==> config.mk <==
export PLATFORM = sky130hd
export DESIGN_NAME = mpu6050_burst_sequencer_flat
export DESIGN_NICKNAME = d
export VERILOG_FILES = /design/src/rtl/mpu6050_burst_sequencer_if.sv /design/src/rtl/mpu6050_burst_sequencer.sv /design/src/flat_wrapper.sv
export SDC_FILE = /design/constraint.sdc
export NUM_CORES = 1
export LEC_CHECK = 0
export BUFFER_PORTS_ARGS = -buffer_cell sky130_fd_sc_hd__buf_2
export CORE_AREA = 2 2 164 102
export DETAILED_ROUTE_END_ITERATION = 7
export DIE_AREA = 0 0 166 104
export GPL_TIMING_DRIVEN = 0
export SLEW_MARGIN = 20
export SYNTH_ARGS = -nofsm -noshare
export SYNTH_HDL_FRONTEND = slang
export SYNTH_SLANG_ARGS = --single-unit
==> constraint.sdc <==
create_clock -name clk -period 4.1 [get_ports clk]
set_clock_uncertainty 0.05 [all_clocks]
set_input_delay 0.205 -clock clk [delete_from_list [all_inputs] [get_ports clk]]
set_output_delay 0.205 -clock clk [all_outputs]
set_load 0.005 [all_outputs]
==> src/rtl/mpu6050_burst_sequencer_if.sv <==
// Request/response bundle between the burst sequencer and the I2C master core.
// No latency of its own; it only groups the wires.
// Flow control is by level handshake: start/stop requests are held until the master acknowledges them.
//
// Signals:
//   i2c_start        sequencer -> master  start request (level)
//   i2c_stop         sequencer -> master  stop request (level)
//   i2c_reg_addr     sequencer -> master  register address (master data_in)
//   i2c_rd_data      master -> sequencer  received byte (master data_out)
//   i2c_avail_data   master -> sequencer  byte received (multi-cycle level)
//   i2c_avail_master master -> sequencer  1 = master idle
interface mpu6050_burst_sequencer_if;
    logic       i2c_start;
    logic       i2c_stop;
    logic [7:0] i2c_reg_addr;
    logic [7:0] i2c_rd_data;
    logic       i2c_avail_data;
    logic       i2c_avail_master;

    modport master (
        output i2c_start,
        output i2c_stop,
        output i2c_reg_addr,
        input  i2c_rd_data,
        input  i2c_avail_data,
        input  i2c_avail_master
    );

    modport slave (
        input  i2c_start,
        input  i2c_stop,
        input  i2c_reg_addr,
        output i2c_rd_data,
        output i2c_avail_data,
        output i2c_avail_master
    );
endinterface

==> src/rtl/mpu6050_burst_sequencer.sv <==
// Periodically reads NUM_BYTES MPU6050 registers (one start/read/stop each) and packs them into 3 signed axis words.
// Latency: sample_valid rises exactly 1 cycle after the final stop handshake of a burst.
// Backpressure: each register waits on master handshakes; a per-register timeout aborts the burst.
//
// Ports:
//   clk, reset (async, active-low)       clock shared with the I2C master
//   enable                               1 = periodic bursts; 0 = finish current burst, then idle
//   i2c (master modport)                 start/stop/reg_addr out, rd_data/avail_data/avail_master in
//   accel_x/y/z                          {byte0,byte1}, {byte2,byte3}, {byte4,byte5}, signed
//   sample_valid                         1-cycle pulse when accel_* update
//   busy                                 1 whenever the sequencer is not idle
//   timeout_err                          sticky until the next completed burst
module mpu6050_burst_sequencer #(
    parameter logic [7:0] BASE_REG       = 8'h3B,
    parameter int         NUM_BYTES      = 6,
    parameter int         PERIOD_CYCLES  = 50000,
    parameter int         TIMEOUT_CYCLES = 20000
) (
    input  logic                      clk,
    input  logic                      reset,
    input  logic                      enable,
    mpu6050_burst_sequencer_if.master i2c,
    output logic signed [15:0]        accel_x,
    output logic signed [15:0]        accel_y,
    output logic signed [15:0]        accel_z,
    output logic                      sample_valid,
    output logic                      busy,
    output logic                      timeout_err
);

    localparam int PW = (PERIOD_CYCLES > 1) ? $clog2(PERIOD_CYCLES) : 1;
    // One extra value of headroom: the counter may step once past the last
    // compare value on the cycle the timeout fires.
    localparam int TW = $clog2(TIMEOUT_CYCLES + 1);
    localparam int IW = (NUM_BYTES > 1) ? $clog2(NUM_BYTES) : 1;

    localparam logic [PW-1:0] PERIOD_LAST  = PW'(PERIOD_CYCLES - 1);
    localparam logic [TW-1:0] TIMEOUT_LAST = TW'(TIMEOUT_CYCLES - 1);
    localparam logic [IW-1:0] IDX_LAST     = IW'(NUM_BYTES - 1);

    typedef enum logic [2:0] {
        IDLE,
        WAIT_RDY,
        ISSUE,
        WAIT_DAT,
        STOP,
        DONE,
        ABORT
    } state_t;

    state_t                        state_q, state_d;
    logic [PW-1:0]                 period_q, period_d;
    logic [TW-1:0]                 to_cnt_q, to_cnt_d;
    logic [IW-1:0]                 idx_q, idx_d;
    logic [7:0]                    addr_q, addr_d;
    logic [NUM_BYTES-1:0][7:0]     shadow_q, shadow_d;
    logic [15:0]                   accel_x_q, accel_x_d;
    logic [15:0]                   accel_y_q, accel_y_d;
    logic [15:0]                   accel_z_q, accel_z_d;
    logic                          sample_valid_q, sample_valid_d;
    logic                          timeout_err_q, timeout_err_d;

    // The master lives on a divided clock: both status levels are registered
    // once, and avail_data is only ever used as a rising-edge event so a
    // byte that stays valid for many cycles is captured exactly once.
    logic                          avail_data_q, avail_data_d;
    logic                          avail_data_prev_q, avail_data_prev_d;
    logic                          avail_master_q, avail_master_d;

    logic                          tick;
    logic                          data_rise;
    logic                          to_active;
    logic                          to_fire;

    always_comb begin
        avail_data_d      = i2c.i2c_avail_data;
        avail_data_prev_d = avail_data_q;
        avail_master_d    = i2c.i2c_avail_master;
    end

    assign data_rise = avail_data_q & ~avail_data_prev_q;

    always_comb begin
        state_d        = state_q;
        period_d       = period_q;
        to_cnt_d       = to_cnt_q;
        idx_d          = idx_q;
        addr_d         = addr_q;
        shadow_d       = shadow_q;
        accel_x_d      = accel_x_q;
        accel_y_d      = accel_y_q;
        accel_z_d      = accel_z_q;
        sample_valid_d = 1'b0;
        timeout_err_d  = timeout_err_q;
        tick           = 1'b0;

        // Free-running period counter; it keeps counting during a burst so
        // the burst-to-burst spacing is fixed. Ticks seen while busy are lost.
        if (enable) begin
            if (period_q == PERIOD_LAST) begin
                period_d = '0;
                tick     = 1'b1;
            end else begin
                period_d = period_q + 1'b1;
            end
        end

        to_active = (state_q == WAIT_RDY) || (state_q == ISSUE) ||
                    (state_q == WAIT_DAT) || (state_q == STOP);
        to_fire   = to_active && (to_cnt_q == TIMEOUT_LAST);
        if (to_active) begin
            to_cnt_d = to_cnt_q + 1'b1;
        end

        case (state_q)
            IDLE: begin
                if (tick) begin
                    idx_d    = '0;
                    addr_d   = BASE_REG;
                    to_cnt_d = '0;
                    state_d  = WAIT_RDY;
                end
            end
            WAIT_RDY: begin
                if (avail_master_q) begin
                    state_d = ISSUE;
                end
            end
            ISSUE: begin
                // Master going busy is the start acknowledge.
                if (!avail_master_q) begin
                    state_d = WAIT_DAT;
                end
            end
            WAIT_DAT: begin
                if (data_rise) begin
                    shadow_d[idx_q] = i2c.i2c_rd_data;
                    state_d         = STOP;
                end
            end
            STOP: begin
                if (avail_master_q) begin
                    if (idx_q == IDX_LAST) begin
                        // Publish all three axes in the same cycle so readers
                        // never see a mix of two bursts.
                        accel_x_d      = {shadow_q[0], shadow_q[1]};
                        accel_y_d      = {shadow_q[2], shadow_q[3]};
                        accel_z_d      = {shadow_q[4], shadow_q[5]};
                        sample_valid_d = 1'b1;
                        timeout_err_d  = 1'b0;
                        state_d        = DONE;
                    end else begin
                        idx_d    = idx_q + 1'b1;
                        addr_d   = BASE_REG + 8'(idx_d);
                        to_cnt_d = '0;
                        state_d  = WAIT_RDY;
                    end
                end
            end
            DONE: begin
                state_d = IDLE;
            end
            ABORT: begin
                // Hold stop until the master is back to idle, then give up
                // on the partial burst.
                if (avail_master_q) begin
                    state_d = IDLE;
                end
            end
            default: begin
                state_d = IDLE;
            end
        endcase

        // Timeout overrides any transition taken this cycle; the partial
        // burst is discarded and the published axes stay as they were.
        if (to_fire) begin
            timeout_err_d  = 1'b1;
            sample_valid_d = 1'b0;
            accel_x_d      = accel_x_q;
            accel_y_d      = accel_y_q;
            accel_z_d      = accel_z_q;
            state_d        = (state_q == STOP) ? IDLE : ABORT;
        end
    end

    always_ff @(posedge clk or negedge reset) begin
        if (!reset) begin
            state_q           <= IDLE;
            period_q          <= '0;
            to_cnt_q          <= '0;
            idx_q             <= '0;
            addr_q            <= '0;
            shadow_q          <= '0;
            accel_x_q         <= '0;
            accel_y_q         <= '0;
            accel_z_q         <= '0;
            sample_valid_q    <= 1'b0;
            timeout_err_q     <= 1'b0;
            avail_data_q      <= 1'b0;
            avail_data_prev_q <= 1'b0;
            avail_master_q    <= 1'b0;
        end else begin
            state_q           <= state_d;
            period_q          <= period_d;
            to_cnt_q          <= to_cnt_d;
            idx_q             <= idx_d;
            addr_q            <= addr_d;
            shadow_q          <= shadow_d;
            accel_x_q         <= accel_x_d;
            accel_y_q         <= accel_y_d;
            accel_z_q         <= accel_z_d;
            sample_valid_q    <= sample_valid_d;
            timeout_err_q     <= timeout_err_d;
            avail_data_q      <= avail_data_d;
            avail_data_prev_q <= avail_data_prev_d;
            avail_master_q    <= avail_master_d;
        end
    end

    // Start and stop decode from mutually exclusive states, so they can
    // never be high together.
    assign i2c.i2c_start    = (state_q == ISSUE);
    assign i2c.i2c_stop     = (state_q == STOP) || (state_q == ABORT);
    assign i2c.i2c_reg_addr = addr_q;

    assign accel_x      = accel_x_q;
    assign accel_y      = accel_y_q;
    assign accel_z      = accel_z_q;
    assign sample_valid = sample_valid_q;
    assign busy         = (state_q != IDLE);
    assign timeout_err  = timeout_err_q;

endmodule

==> src/flat_wrapper.sv <==
// flat-port wrapper written by rule: the top's interface ports become plain ports
module mpu6050_burst_sequencer_flat 
#(
    parameter logic [7:0] BASE_REG       = 8'h3B,
    parameter int         NUM_BYTES      = 6,
    parameter int         PERIOD_CYCLES  = 50000,
    parameter int         TIMEOUT_CYCLES = 20000
)
  (clk, reset, enable, accel_x, accel_y, accel_z, sample_valid, busy, timeout_err, i2c_i2c_start, i2c_i2c_stop, i2c_i2c_reg_addr, i2c_i2c_rd_data, i2c_i2c_avail_data, i2c_i2c_avail_master);
  mpu6050_burst_sequencer_if i2c_i ();
  input  logic clk;
  input  logic reset;
  input  logic enable;
  output logic signed [15:0] accel_x;
  output logic signed [15:0] accel_y;
  output logic signed [15:0] accel_z;
  output logic sample_valid;
  output logic busy;
  output logic timeout_err;
  output wire logic [$bits(i2c_i.i2c_start)-1:0] i2c_i2c_start;
  output wire logic [$bits(i2c_i.i2c_stop)-1:0] i2c_i2c_stop;
  output wire logic [$bits(i2c_i.i2c_reg_addr)-1:0] i2c_i2c_reg_addr;
  input wire logic [$bits(i2c_i.i2c_rd_data)-1:0] i2c_i2c_rd_data;
  input wire logic [$bits(i2c_i.i2c_avail_data)-1:0] i2c_i2c_avail_data;
  input wire logic [$bits(i2c_i.i2c_avail_master)-1:0] i2c_i2c_avail_master;
  assign i2c_i2c_start = i2c_i.i2c_start;
  assign i2c_i2c_stop = i2c_i.i2c_stop;
  assign i2c_i2c_reg_addr = i2c_i.i2c_reg_addr;
  assign i2c_i.i2c_rd_data = i2c_i2c_rd_data;
  assign i2c_i.i2c_avail_data = i2c_i2c_avail_data;
  assign i2c_i.i2c_avail_master = i2c_i2c_avail_master;
  mpu6050_burst_sequencer #(.BASE_REG(BASE_REG), .NUM_BYTES(NUM_BYTES), .PERIOD_CYCLES(PERIOD_CYCLES), .TIMEOUT_CYCLES(TIMEOUT_CYCLES)) u_core (.clk(clk), .reset(reset), .enable(enable), .i2c(i2c_i), .accel_x(accel_x), .accel_y(accel_y), .accel_z(accel_z), .sample_valid(sample_valid), .busy(busy), .timeout_err(timeout_err));
endmodule
==> impl_metrics.py <==
metrics = {
    "status": {
        "status": "completed",
    },
    "worst_setup_path": {
        "path_class": "reg2reg",
        "arrival_ns": 2.66,
        "worst-endpoint-required_ns": 4.34,
        "path_cells": "clkbuf_1 > inv_1 > ha_1 > a21boi_1 > nand3_1 > o21ai_2 > buf_6 > a21oi_1",
        "setup.worst_path.start_class": "register",
        "cp_max_fo": 10,
        "slowest_stage": "a21boi_1",
        "cpPeakStageDelay_ns": 0.56,
        "critPathCaptureType": "register",
    },
    "pwr": {
        "power.switching_uw": 794.3,
        "seq_power_share": 0.487,
        "combPwrFrac": 0.052,
        "pwr-share-clk": 0.461,
        "p_int_mw": 2.336,
        "ir_drop_uv": 185.3,
        "power_leakage_nw": 3.575,
        "switching_share": 0.2538,
        "pwr_density_cell_mw_per_mm2": 422.7,
    },
    "placement": {
        "port-buffer-count": 71,
        "dpl.hpwl_um": 9272,
        "gp_congestion": 0.7815,
        "dp_cells": 748,
        "placed_area_sq_mm": 0.006823,
    },
    "drt": {
        "drtPass1Iterations": 4,
        "drc": 0,
        "via_count": 4095,
        "viasPerCell": 5.223,
        "ant_nets": 0,
        "wire_per_inst_um": 17.07,
        "drt_iter0_markers": 322,
        "drt_wl_total_um": 13380,
    },
    "synth": {
        "synth_seq_area_share": 0.5842,
        "synthDominantCellAreaShare": 0.5842,
        "async_flop_share": 1.000,
        "synth_top_area_cell": "dfrtp_1",
        "yosys_warnings": 0,
        "synthesis.nets": 486,
        "synth_ff_type": "dfrtp_1",
        "synthTopCellsByCount": "dfrtp_1, mux2_2, nand2_1",
        "synth_cell_types": 57,
        "synthCells": 467,
        "netlist_area_sq_mm": 0.006168,
        "synthTopCellsByArea": "dfrtp_1, mux2_2, xnor2_1, a21oi_1, ha_1",
        "synth_edf_count": 0,
        "yosys.cell_count.top_type": "dfrtp_1",
        "synth-seq-cells": 144,
        "syn_avg_cell_area_sq_um": 13.21,
    },
    "clock_tree": {
        "cts.sink_count": 144,
        "numCtsBuffers": 17,
        "cts_tree": "yes",
        "cts-root-buf": "clkbuf_16",
        "clk_latency_ns": 0.43,
        "clockBufferDepth": 2,
        "htree_levels": 4,
        "path_clk_slew_ns": 0.06,
    },
    "global_routing": {
        "grt_antenna_before_repair": 0,
        "busiest_layer": "met1",
        "grt_pass1_wl_um": 21860,
        "track_usage": 0.1614,
        "first_global_vias": 4091,
        "met2_usage": 0.2300,
        "grt_max_degree": 76,
        "grt_remaining_overflow": 0,
        "grt_use_met1": 0.2364,
        "met3_usage": 0.04718,
    },
    "timing": {
        "worst_pin_slew_ns": 0.7011,
        "whs_ns": 0.07268,
        "fin_crit_ns": 2.426,
        "fmax_mhz": 412.1,
        "rsz0062_at_grt": "no",
        "finalSetupViolations": 0,
        "finalCritPeriodShare": 0.5918,
        "slew_headroom": 0.5306,
        "setup_tns_ns": 0,
        "final-max-slew-violation-count": 0,
        "hold_viol_final": 0,
    },
    "final_layout": {
        "fin_area_sq_mm": 0.007405,
        "layout.nets": 580,
        "drive_gt1_frac": 0.3955,
        "post-route-util": 0.4683,
        "fin_cells": 784,
        "area.growth.synth_to_final_pct": 20.04,
    },
    "floorplan": {
        "die_area_sq_mm": 0.01726,
        "core_sq_mm": 0.01581,
        "chipHeight_um": 104,
        "fp-row-count": 36,
        "start_util": 0.3902,
        "pin_count": 74,
        "die_width_um": 166,
    },
    "min_path": {
        "hp-class": "in2reg",
    },
    "run": {
        "max-cap-violations": 0,
    },
}
through the flow:
stage / power (mW) / setup WS, ns
after detailed placement: 1.711 / 1.697
final: 3.130 / 1.674
after floorplan: 1.634 / 2.065
after CTS: 3.167 / 1.684
after global placement: 1.699 / 0.7704
after global routing: 3.272 / 1.520
cell type report:
cell class	count	area, sq um
fillers	1411	8406
flip-flops and latches	144	3603
multi-input cells	292	2409
clock buffers	18	429.2
repair buffers	75	422.9
well taps	209	261.5
clock inverters	14	120.1
plain buffers	20	115.1
inverters	11	41.29
diodes	1	2.502
cell usage in the layout, fill, tap and decap left out, drive strengths merged, types with 4 or more instances in the layout:
master and count:
dfrtp 144, mux2 96, buf 85, clkbuf 25, nand2 20, inv 20
nor2 19, o21ai 18, a21oi 17, nand4 12, xnor2 11, nand3 9
or3 8, nor3 8, or4 7, ha 6, o22ai 5, xor2 5
o31ai 4, nand4b 4, a2bb2oi 4, clkinvlp 4
power by group through the flow:
stage                     clock, mW  combinational (mW)  sequential (mW)
after floorplan                   0              0.0976             1.54
after global placement            0               0.152             1.55
after detailed placement          0               0.161             1.55
after CTS                      1.48               0.164             1.52
after global routing           1.55               0.187             1.53
final                          1.44               0.161             1.53
flip-flops by register name (all words and copies together) (netlist names):
name	flops
u_core.accel_y	16
u_core.avail_data_prev_q	1
u_core.accel_x	16
u_core.avail_master_q	1
u_core.i2c.i2c_reg_addr	6
u_core.idx_q	3
u_core.state_q	3
u_core.sample_valid	1
u_core.accel_z	16
u_core.to_cnt_q	15
u_core.avail_data_prev_d	1
u_core.period_q	16
u_core.timeout_err	1
u_core.shadow_q	48
kinds of logic after synthesis:
kind of cell / Yosys count / share of synthesized area
AOI/OAI and AO/OA: 65 / 0.07059
xor gates and xnor gates: 16 / 0.02272
adders and majority gates: 6 / 0.01217
buffers and inverters: 31 / 0.02535
DFF: 144 / 0.5842
muxes: 99 / 0.1801
other: 1 / 0.0006079
and+or+nand+nor: 105 / 0.1043
layer usage:
| metal | part of all wire | wire (um) |
|---|---|---|
| met5 | 0 | 0 |
| met4 | 0.0076 | 102 |
| met3 | 0.048 | 647 |
| met2 | 0.44 | 5843 |
| met1 | 0.51 | 6790 |
critical path, delay by kind of cell (launching register included):
kind	cells	cell delay, ns
compound gates	3	0.77
buf+inv	3	0.68
fa+ha+maj	1	0.24
simple gates	1	0.21
flops	1	0.34
final timing paths:
check,start,endpoint,slack [ns],depth (start not counted)
max in group asynchronous,reset,u_core.shadow_q[33]$_DFFE_PN0P_,2.95,3
setup reg to reg,u_core.idx_q[1]$_DFFE_PN0P_,u_core.to_cnt_q[8]$_DFF_PN0_,1.67,8
min in group asynchronous,reset,u_core.period_q[4]$_DFFE_PN0P_,0.29,2
hold reg to reg,u_core.avail_data_prev_d$_DFF_PN0_,u_core.avail_data_prev_q$_DFF_PN0_,0.32,0
setup / recovery,u_core.idx_q[1]$_DFFE_PN0P_,u_core.to_cnt_q[8]$_DFF_PN0_,1.67,8
hold / removal,i2c_i2c_rd_data[7],u_core.shadow_q[39]$_DFFE_PN0P_,0.07,2
repair_timing:
| item | in CTS | in global routing |
|---|---|---|
| hold buffers | 3 | 0 |
| setup buffers | 0 | 0 |
| gates resized for setup | 0 | 0 |
| endpoints found under the hold margin | 71 | 0 |
Note: power is estimated with default switching activity, not from simulation.
